### src/rtl/mtime_bus_master.sv
// mtime_bus_master
// Command-driven bus initiator for the machine-timer register block
// (mtime at 0x0/0x4, mtimecmp at 0x8/0xC). One 64-bit command becomes the
// race-free 32-bit access sequence:
//   read           : hi, lo, hi again; retry lo/hi while the two hi words differ
//   write mtimecmp : lo = all-ones, hi, lo
//   write mtime    : lo = zero,     hi, lo
//
// Ports
//   clk_i, reset_i   clock, asynchronous active-low reset
//   req_i            command request, accepted only while idle
//   op_i             00 rd mtime, 01 wr mtimecmp, 10 wr mtime, 11 rd mtimecmp
//   wdata_i          64-bit write value, sampled at acceptance
//   busy_o           high whenever a command is in progress (incl. DONE)
//   done_o, err_o    one-cycle completion pulse; err_o = retry limit exceeded
//   rdata_o          last successful read result
//   csb_o, wen_o     peripheral chip select / write enable, both active low
//   addr_o, wmask_o  byte address and byte mask of the current access
//   data_o, data_i   write data out, combinational read data in
module mtime_bus_master #(
  parameter int RETRY_MAX = 3
) (
  input  logic        clk_i,
  input  logic        reset_i,
  input  logic        req_i,
  input  logic [1:0]  op_i,
  input  logic [63:0] wdata_i,
  output logic        busy_o,
  output logic        done_o,
  output logic        err_o,
  output logic [63:0] rdata_o,
  output logic        csb_o,
  output logic        wen_o,
  output logic [3:0]  addr_o,
  output logic [3:0]  wmask_o,
  output logic [31:0] data_o,
  input  logic [31:0] data_i
);

  // One spare bit so the counter can never wrap before the limit compare.
  localparam int RW = $clog2(RETRY_MAX + 1) + 1;

  typedef enum logic [2:0] {
    IDLE, RD_HI1, RD_LO, RD_HI2, WR_LO0, WR_HI, WR_LO, DONE
  } state_t;

  state_t        state_q, state_d;
  logic          cmp_q;
  logic [63:0]   wdata_q;
  logic [31:0]   hi1_q, lo_q;
  logic [RW-1:0] retry_q;
  logic [63:0]   rdata_q;
  logic          err_q;

  logic          hi_match;
  logic          retry_exhausted;
  logic          req_is_read;
  logic [3:0]    addr_lo, addr_hi;

  // op 00/11 are reads; op bit 0 selects the mtimecmp pair (base 0x8).
  assign req_is_read     = (op_i == 2'b00) || (op_i == 2'b11);
  assign addr_lo         = {cmp_q, 1'b0, 2'b00};
  assign addr_hi         = {cmp_q, 1'b1, 2'b00};
  assign hi_match        = (data_i == hi1_q);
  // Another mismatch would push the retry count past RETRY_MAX.
  assign retry_exhausted = (retry_q >= RW'(RETRY_MAX));

  always_ff @(posedge clk_i or negedge reset_i) begin
    if (!reset_i) state_q <= IDLE;
    else          state_q <= state_d;
  end

  always_comb begin
    state_d = state_q;
    csb_o   = 1'b1;
    wen_o   = 1'b1;
    addr_o  = 4'h0;
    wmask_o = 4'h0;
    data_o  = 32'h0;
    case (state_q)
      IDLE: begin
        if (req_i) state_d = req_is_read ? RD_HI1 : WR_LO0;
      end
      RD_HI1: begin
        csb_o   = 1'b0;
        addr_o  = addr_hi;
        state_d = RD_LO;
      end
      RD_LO: begin
        csb_o   = 1'b0;
        addr_o  = addr_lo;
        state_d = RD_HI2;
      end
      RD_HI2: begin
        csb_o  = 1'b0;
        addr_o = addr_hi;
        if (hi_match || retry_exhausted) state_d = DONE;
        else                             state_d = RD_LO;
      end
      WR_LO0: begin
        // Parks the low word where the partial 64-bit value can neither fire
        // a spurious compare (mtimecmp) nor carry into hi (mtime).
        csb_o   = 1'b0;
        wen_o   = 1'b0;
        wmask_o = 4'hF;
        addr_o  = addr_lo;
        data_o  = cmp_q ? 32'hFFFF_FFFF : 32'h0000_0000;
        state_d = WR_HI;
      end
      WR_HI: begin
        csb_o   = 1'b0;
        wen_o   = 1'b0;
        wmask_o = 4'hF;
        addr_o  = addr_hi;
        data_o  = wdata_q[63:32];
        state_d = WR_LO;
      end
      WR_LO: begin
        csb_o   = 1'b0;
        wen_o   = 1'b0;
        wmask_o = 4'hF;
        addr_o  = addr_lo;
        data_o  = wdata_q[31:0];
        state_d = DONE;
      end
      DONE:    state_d = IDLE;
      default: state_d = IDLE;
    endcase
  end

  // Command latch, read capture and retry bookkeeping. Read data is taken at
  // the edge that ends each access cycle.
  always_ff @(posedge clk_i or negedge reset_i) begin
    if (!reset_i) begin
      cmp_q   <= 1'b0;
      wdata_q <= 64'h0;
      hi1_q   <= 32'h0;
      lo_q    <= 32'h0;
      retry_q <= '0;
      rdata_q <= 64'h0;
      err_q   <= 1'b0;
    end else begin
      case (state_q)
        IDLE: begin
          if (req_i) begin
            cmp_q   <= op_i[0];
            wdata_q <= wdata_i;
            retry_q <= '0;
          end
        end
        RD_HI1: hi1_q <= data_i;
        RD_LO:  lo_q  <= data_i;
        RD_HI2: begin
          if (hi_match) begin
            rdata_q <= {hi1_q, lo_q};
          end else if (retry_exhausted) begin
            err_q <= 1'b1;
          end else begin
            hi1_q   <= data_i;
            retry_q <= retry_q + RW'(1);
          end
        end
        DONE:    err_q <= 1'b0;
        default: ;
      endcase
    end
  end

  assign busy_o  = (state_q != IDLE);
  assign done_o  = (state_q == DONE);
  assign err_o   = err_q;
  assign rdata_o = rdata_q;

endmodule

### config.mk
export PLATFORM = sky130hd
export DESIGN_NAME = mtime_bus_master
export DESIGN_NICKNAME = d
export VERILOG_FILES = /design/src/rtl/mtime_bus_master.sv
export SDC_FILE = /design/constraint.sdc
export NUM_CORES = 1
export LEC_CHECK = 0
export ABC_AREA = 1
export CORE_ASPECT_RATIO = 2
export CORE_MARGIN = 4
export CORE_UTILIZATION = 30
export DETAILED_ROUTE_END_ITERATION = 6
export SYNTH_ARGS = -nofsm -noshare
export SYNTH_HDL_FRONTEND = slang
export SYNTH_SLANG_ARGS = --single-unit
### constraint.sdc
create_clock -name clk_i -period 1.85 [get_ports clk_i]
set_input_delay 0.185 -clock clk_i [delete_from_list [all_inputs] [get_ports clk_i]]
set_output_delay 0.185 -clock clk_i [all_outputs]
set_load 0.01 [all_outputs]
==> flow_results.xml <==
<?xml version="1.0" encoding="UTF-8"?>
<metrics>
  <group name="yosys">
    <metric name="synth_area" unit="sq um">8889</metric>
    <metric name="postSynthRegisterBits" unit="">200</metric>
    <metric name="ys_warn_count" unit="">0</metric>
    <metric name="synth.yosys.seq_area_share" unit="">0.5631</metric>
    <metric name="syn_area_per_cell" unit="sq um">8.689</metric>
    <metric name="post_synth_num_cell_types" unit="">24</metric>
    <metric name="syn_inst" unit="">1023</metric>
  </group>
  <group name="cells_and_area">
    <metric name="insertedDiodeCount" unit="">0</metric>
    <metric name="nets" unit="">1440</metric>
    <metric name="drive_gt1_frac" unit="">0.2782</metric>
    <metric name="areaGrowthSynthToFinish" unit="%">58.80</metric>
  </group>
  <group name="drt">
    <metric name="avgViaCountPerCell" unit="">4.600</metric>
    <metric name="num_vias" unit="">7857</metric>
    <metric name="drcViolationCount" unit="">0</metric>
    <metric name="drtPass1Iterations" unit="">4</metric>
    <metric name="routedWlPerCell" unit="microns">17.53</metric>
    <metric name="final_antenna_net_count" unit="">0</metric>
    <metric name="drt-initial-drc-count" unit="">381</metric>
    <metric name="drt-total-wl" unit="microns">29950</metric>
  </group>
  <group name="global_routing">
    <metric name="gr-total-overflow" unit="">0</metric>
    <metric name="grt_start_max_net_pins" unit="">75</metric>
    <metric name="groute.usage.overall" unit="">0.1742</metric>
    <metric name="vias_in_the_first_global_route" unit="">8107</metric>
    <metric name="antenna_found_initial" unit="">2</metric>
    <metric name="global_route_wire_length_before_repair" unit="microns">43570</metric>
  </group>
  <group name="clock_network">
    <metric name="cts.reportedPaths.clkPinSlew" unit="ps">70</metric>
    <metric name="cts_tree" unit="">yes</metric>
    <metric name="cts.sinks" unit="">200</metric>
    <metric name="clockRootBuffer" unit="">clkbuf_16</metric>
    <metric name="clk_latency" unit="ps">460</metric>
    <metric name="number_of_h_tree_levels" unit="">4</metric>
    <metric name="clock_path_buffers" unit="">2</metric>
    <metric name="cts-buffers-inserted" unit="">17</metric>
  </group>
  <group name="die">
    <metric name="core-area" unit="sq um">29070</metric>
    <metric name="die_area" unit="sq um">32610</metric>
    <metric name="die_h" unit="microns">251.4</metric>
    <metric name="io_pins" unit="">210</metric>
    <metric name="starting_density_of_the_core" unit="">0.3058</metric>
    <metric name="die_w" unit="microns">129.7</metric>
    <metric name="rows" unit="">88</metric>
  </group>
  <group name="place">
    <metric name="place_congestion" unit="">0.7582</metric>
    <metric name="dp_hpwl" unit="microns">17820</metric>
    <metric name="count_of_buffers_from_port_buffering" unit="">207</metric>
    <metric name="pre_cts_ws" unit="ps">-427.1</metric>
  </group>
  <group name="setup_path">
    <metric name="setup.worst_path.end_class" unit="">primary output</metric>
    <metric name="worst-endpoint-arrival" unit="ps">1820</metric>
    <metric name="timing.critical_path.required" unit="ps">1660</metric>
    <metric name="criticalPathCategory" unit="">register to primary output</metric>
    <metric name="crit_path_max_incr_delay" unit="ps">450</metric>
    <metric name="critical_path_cell_list" unit="">buf_6 -&gt; nor2_4 -&gt; nand3_4 -&gt; buf_12 -&gt; buf_12 -&gt; o221ai_2 -&gt; buf_2</metric>
    <metric name="startpoint_type" unit="">register</metric>
    <metric name="timing.critical_path.mode_cell" unit="">buf_12</metric>
    <metric name="timing.critical_path.fanout_max" unit="">6</metric>
    <metric name="critical_path.slowest_cell" unit="">dfrtp_2</metric>
  </group>
  <group name="sta">
    <metric name="report.final.slew_viol_count" unit="">0</metric>
    <metric name="whs" unit="ps">205.7</metric>
    <metric name="finalHoldViolCount" unit="">0</metric>
    <metric name="timing.clock.skew" unit="ps">11.39</metric>
    <metric name="min_period_over_period" unit="">1.082</metric>
    <metric name="setup_slack" unit="ps">-151.1</metric>
    <metric name="rsz0062_at_grt" unit="">yes</metric>
    <metric name="finalSetupViolCount" unit="">154</metric>
    <metric name="timing.final.crit_period" unit="ps">2001</metric>
    <metric name="achievable-frequency" unit="GHz">0.4997</metric>
  </group>
  <group name="power_and_ir_drop">
    <metric name="vdd_drop_max" unit="mV">0.8489</metric>
    <metric name="power_density" unit="nW/um^2">1338</metric>
    <metric name="leakage_power_total" unit="nW">6.786</metric>
    <metric name="design_power_total" unit="mW">18.88</metric>
  </group>
  <group name="job">
    <metric name="cap_viol_max_count" unit="">0</metric>
  </group>
  <group name="outcome">
    <metric name="result_of_the_run" unit="">finished, violations left</metric>
    <metric name="violations" unit="">setup timing</metric>
  </group>
  <group name="min_path">
    <metric name="holdCritPathClass" unit="">input port to asynchronous set/reset pin</metric>
  </group>
</metrics>
-- final timing paths --
kind                             start          end  slack, ps  cells after the start
hold / removal                 reset_i  wdata_q[38]        210                      2
setup reg to reg            state_q[0]    hi1_q[24]       -120                     13
setup / recovery            state_q[0]   data_o[30]       -150                      7
hold reg to reg             retry_q[2]   retry_q[2]        470                      2
min in group clk_i         wdata_i[49]  wdata_q[49]        280                      3
max in group asynchronous      reset_i  rdata_o[10]       1000                      3
-- metrics by stage --
step           setup TNS [ps]  utilization  std cells  area, sq um
2_1_floorplan               0            -       1024         8892
3_3_place_gp           -36490       0.4057       1609        11790
3_5_place_dp           -37500       0.4057       1609        11790
4_1_cts                 -7645       0.4599       1684        13370
5_1_grt                -26680       0.4856       1708        14110
6_report                -8996       0.4856       1708        14110
-- sequential cells by signal, indices dropped and copies added (netlist names) --
name     cells
cmp_q        1
err_o        1
hi1_q       32
lo_q        32
rdata_o     64
retry_q      3
state_q      3
wdata_q     64
-- cell usage after synthesis --
library cell / count / share of area
a211oi_2: 1 / 0.0014
a21oi_1: 16 / 0.0090
buf_2: 5 / 0.0028
buf_4: 18 / 0.015
buf_6: 12 / 0.015
clkbuf_1: 25 / 0.011
conb_1: 1 / 0.00042
dfrtp_1: 200 / 0.56
ha_1: 2 / 0.0028
inv_1: 168 / 0.071
nand2_1: 292 / 0.12
nand2_2: 1 / 0.00070
nand3_1: 42 / 0.024
nand3_2: 1 / 0.0011
nand3b_1: 1 / 0.00084
nand4_1: 3 / 0.0021
nor2_1: 39 / 0.016
nor2_2: 1 / 0.00070
nor2_4: 1 / 0.0013
o21ai_0: 87 / 0.049
o21ai_1: 38 / 0.021
o21ai_2: 22 / 0.022
o221ai_1: 32 / 0.032
xnor2_1: 15 / 0.015
-- cells by family after synthesis --
kind of cell,share of synthesized area
AO/OA/AOI/OAI,0.1340
XOR/XNOR,0.01478
adder cells (fa/ha/maj),0.002815
buffers and inverters,0.1147
flip-flops,0.5631
other,0.0004219
AND/OR/NAND/NOR,0.1702
-- area by class of cell --
class | count | area [sq um]
timing repair buffer | 353 | 3919
clock inverter | 12 | 142.6
fill | 2757 | 14950
tap | 360 | 450.4
inverter | 168 | 633.1
multi-input combinational | 597 | 3532
clock buffer | 18 | 429.2
sequential | 200 | 5009
-- routing by layer --
layer  global-route usage  wire length [microns]  share of wire  vias up
li1                     -                      -              -     3842
met1               0.1806                  10390           0.35     3779
met2               0.3339                  17540           0.59      196
met3              0.04110                   1345          0.045       36
met4              0.05916                    636          0.021        4
met5                    0                     34         0.0011        -
-- placed cells by master, fill, tap and decap left out, types with 6 or more instances in the layout --
cell / synthesis / routed
a21oi_1: 16 / 15
buf_12: 0 / 19
buf_16: 0 / 16
buf_2: 5 / 32
buf_4: 18 / 74
buf_6: 12 / 21
buf_8: 0 / 11
clkbuf_16: 0 / 29
clkdlybuf4s50_1: 0 / 164
dfrtp_1: 200 / 197
inv_1: 168 / 164
nand2_1: 292 / 226
nand2_2: 1 / 39
nand2_4: 0 / 27
nand3_1: 42 / 23
nand3_2: 1 / 16
nor2_1: 39 / 29
nor2_2: 1 / 6
nor2_4: 1 / 6
o21ai_0: 87 / 86
o21ai_1: 38 / 20
o21ai_2: 22 / 41
o221ai_1: 32 / 26
o221ai_2: 0 / 6
xnor2_1: 15 / 13
-- where the power goes --
group          internal [mW]  total (mW)  switching [mW]  leakage, nW
Combinational           3.85        8.44            4.59         3.99
Sequential              5.89        6.66           0.771         2.52
Clock                   2.00        3.79            1.79        0.272
Total                   11.7        18.9            7.14         6.79
-- repair_timing --
action                     in CTS  in global routing
setup buffers                  29                  7
resized for setup             328                 87
pin swaps                      38                 30
cloned                         16                 18
hold endpoints to repair      177                  0
setup endpoints to repair     135                183
hold buffers                    1                  0
-- critical path, delay by kind of cell (launching register included) --
family                 cells  cell delay (ps)
AO/OA/AOI/OAI              1               50
buffers and inverters      4              610
flip-flops                 1              450
AND/OR/NAND/NOR            2              250
No activity file was read; power rests on OpenSTA's default activity.
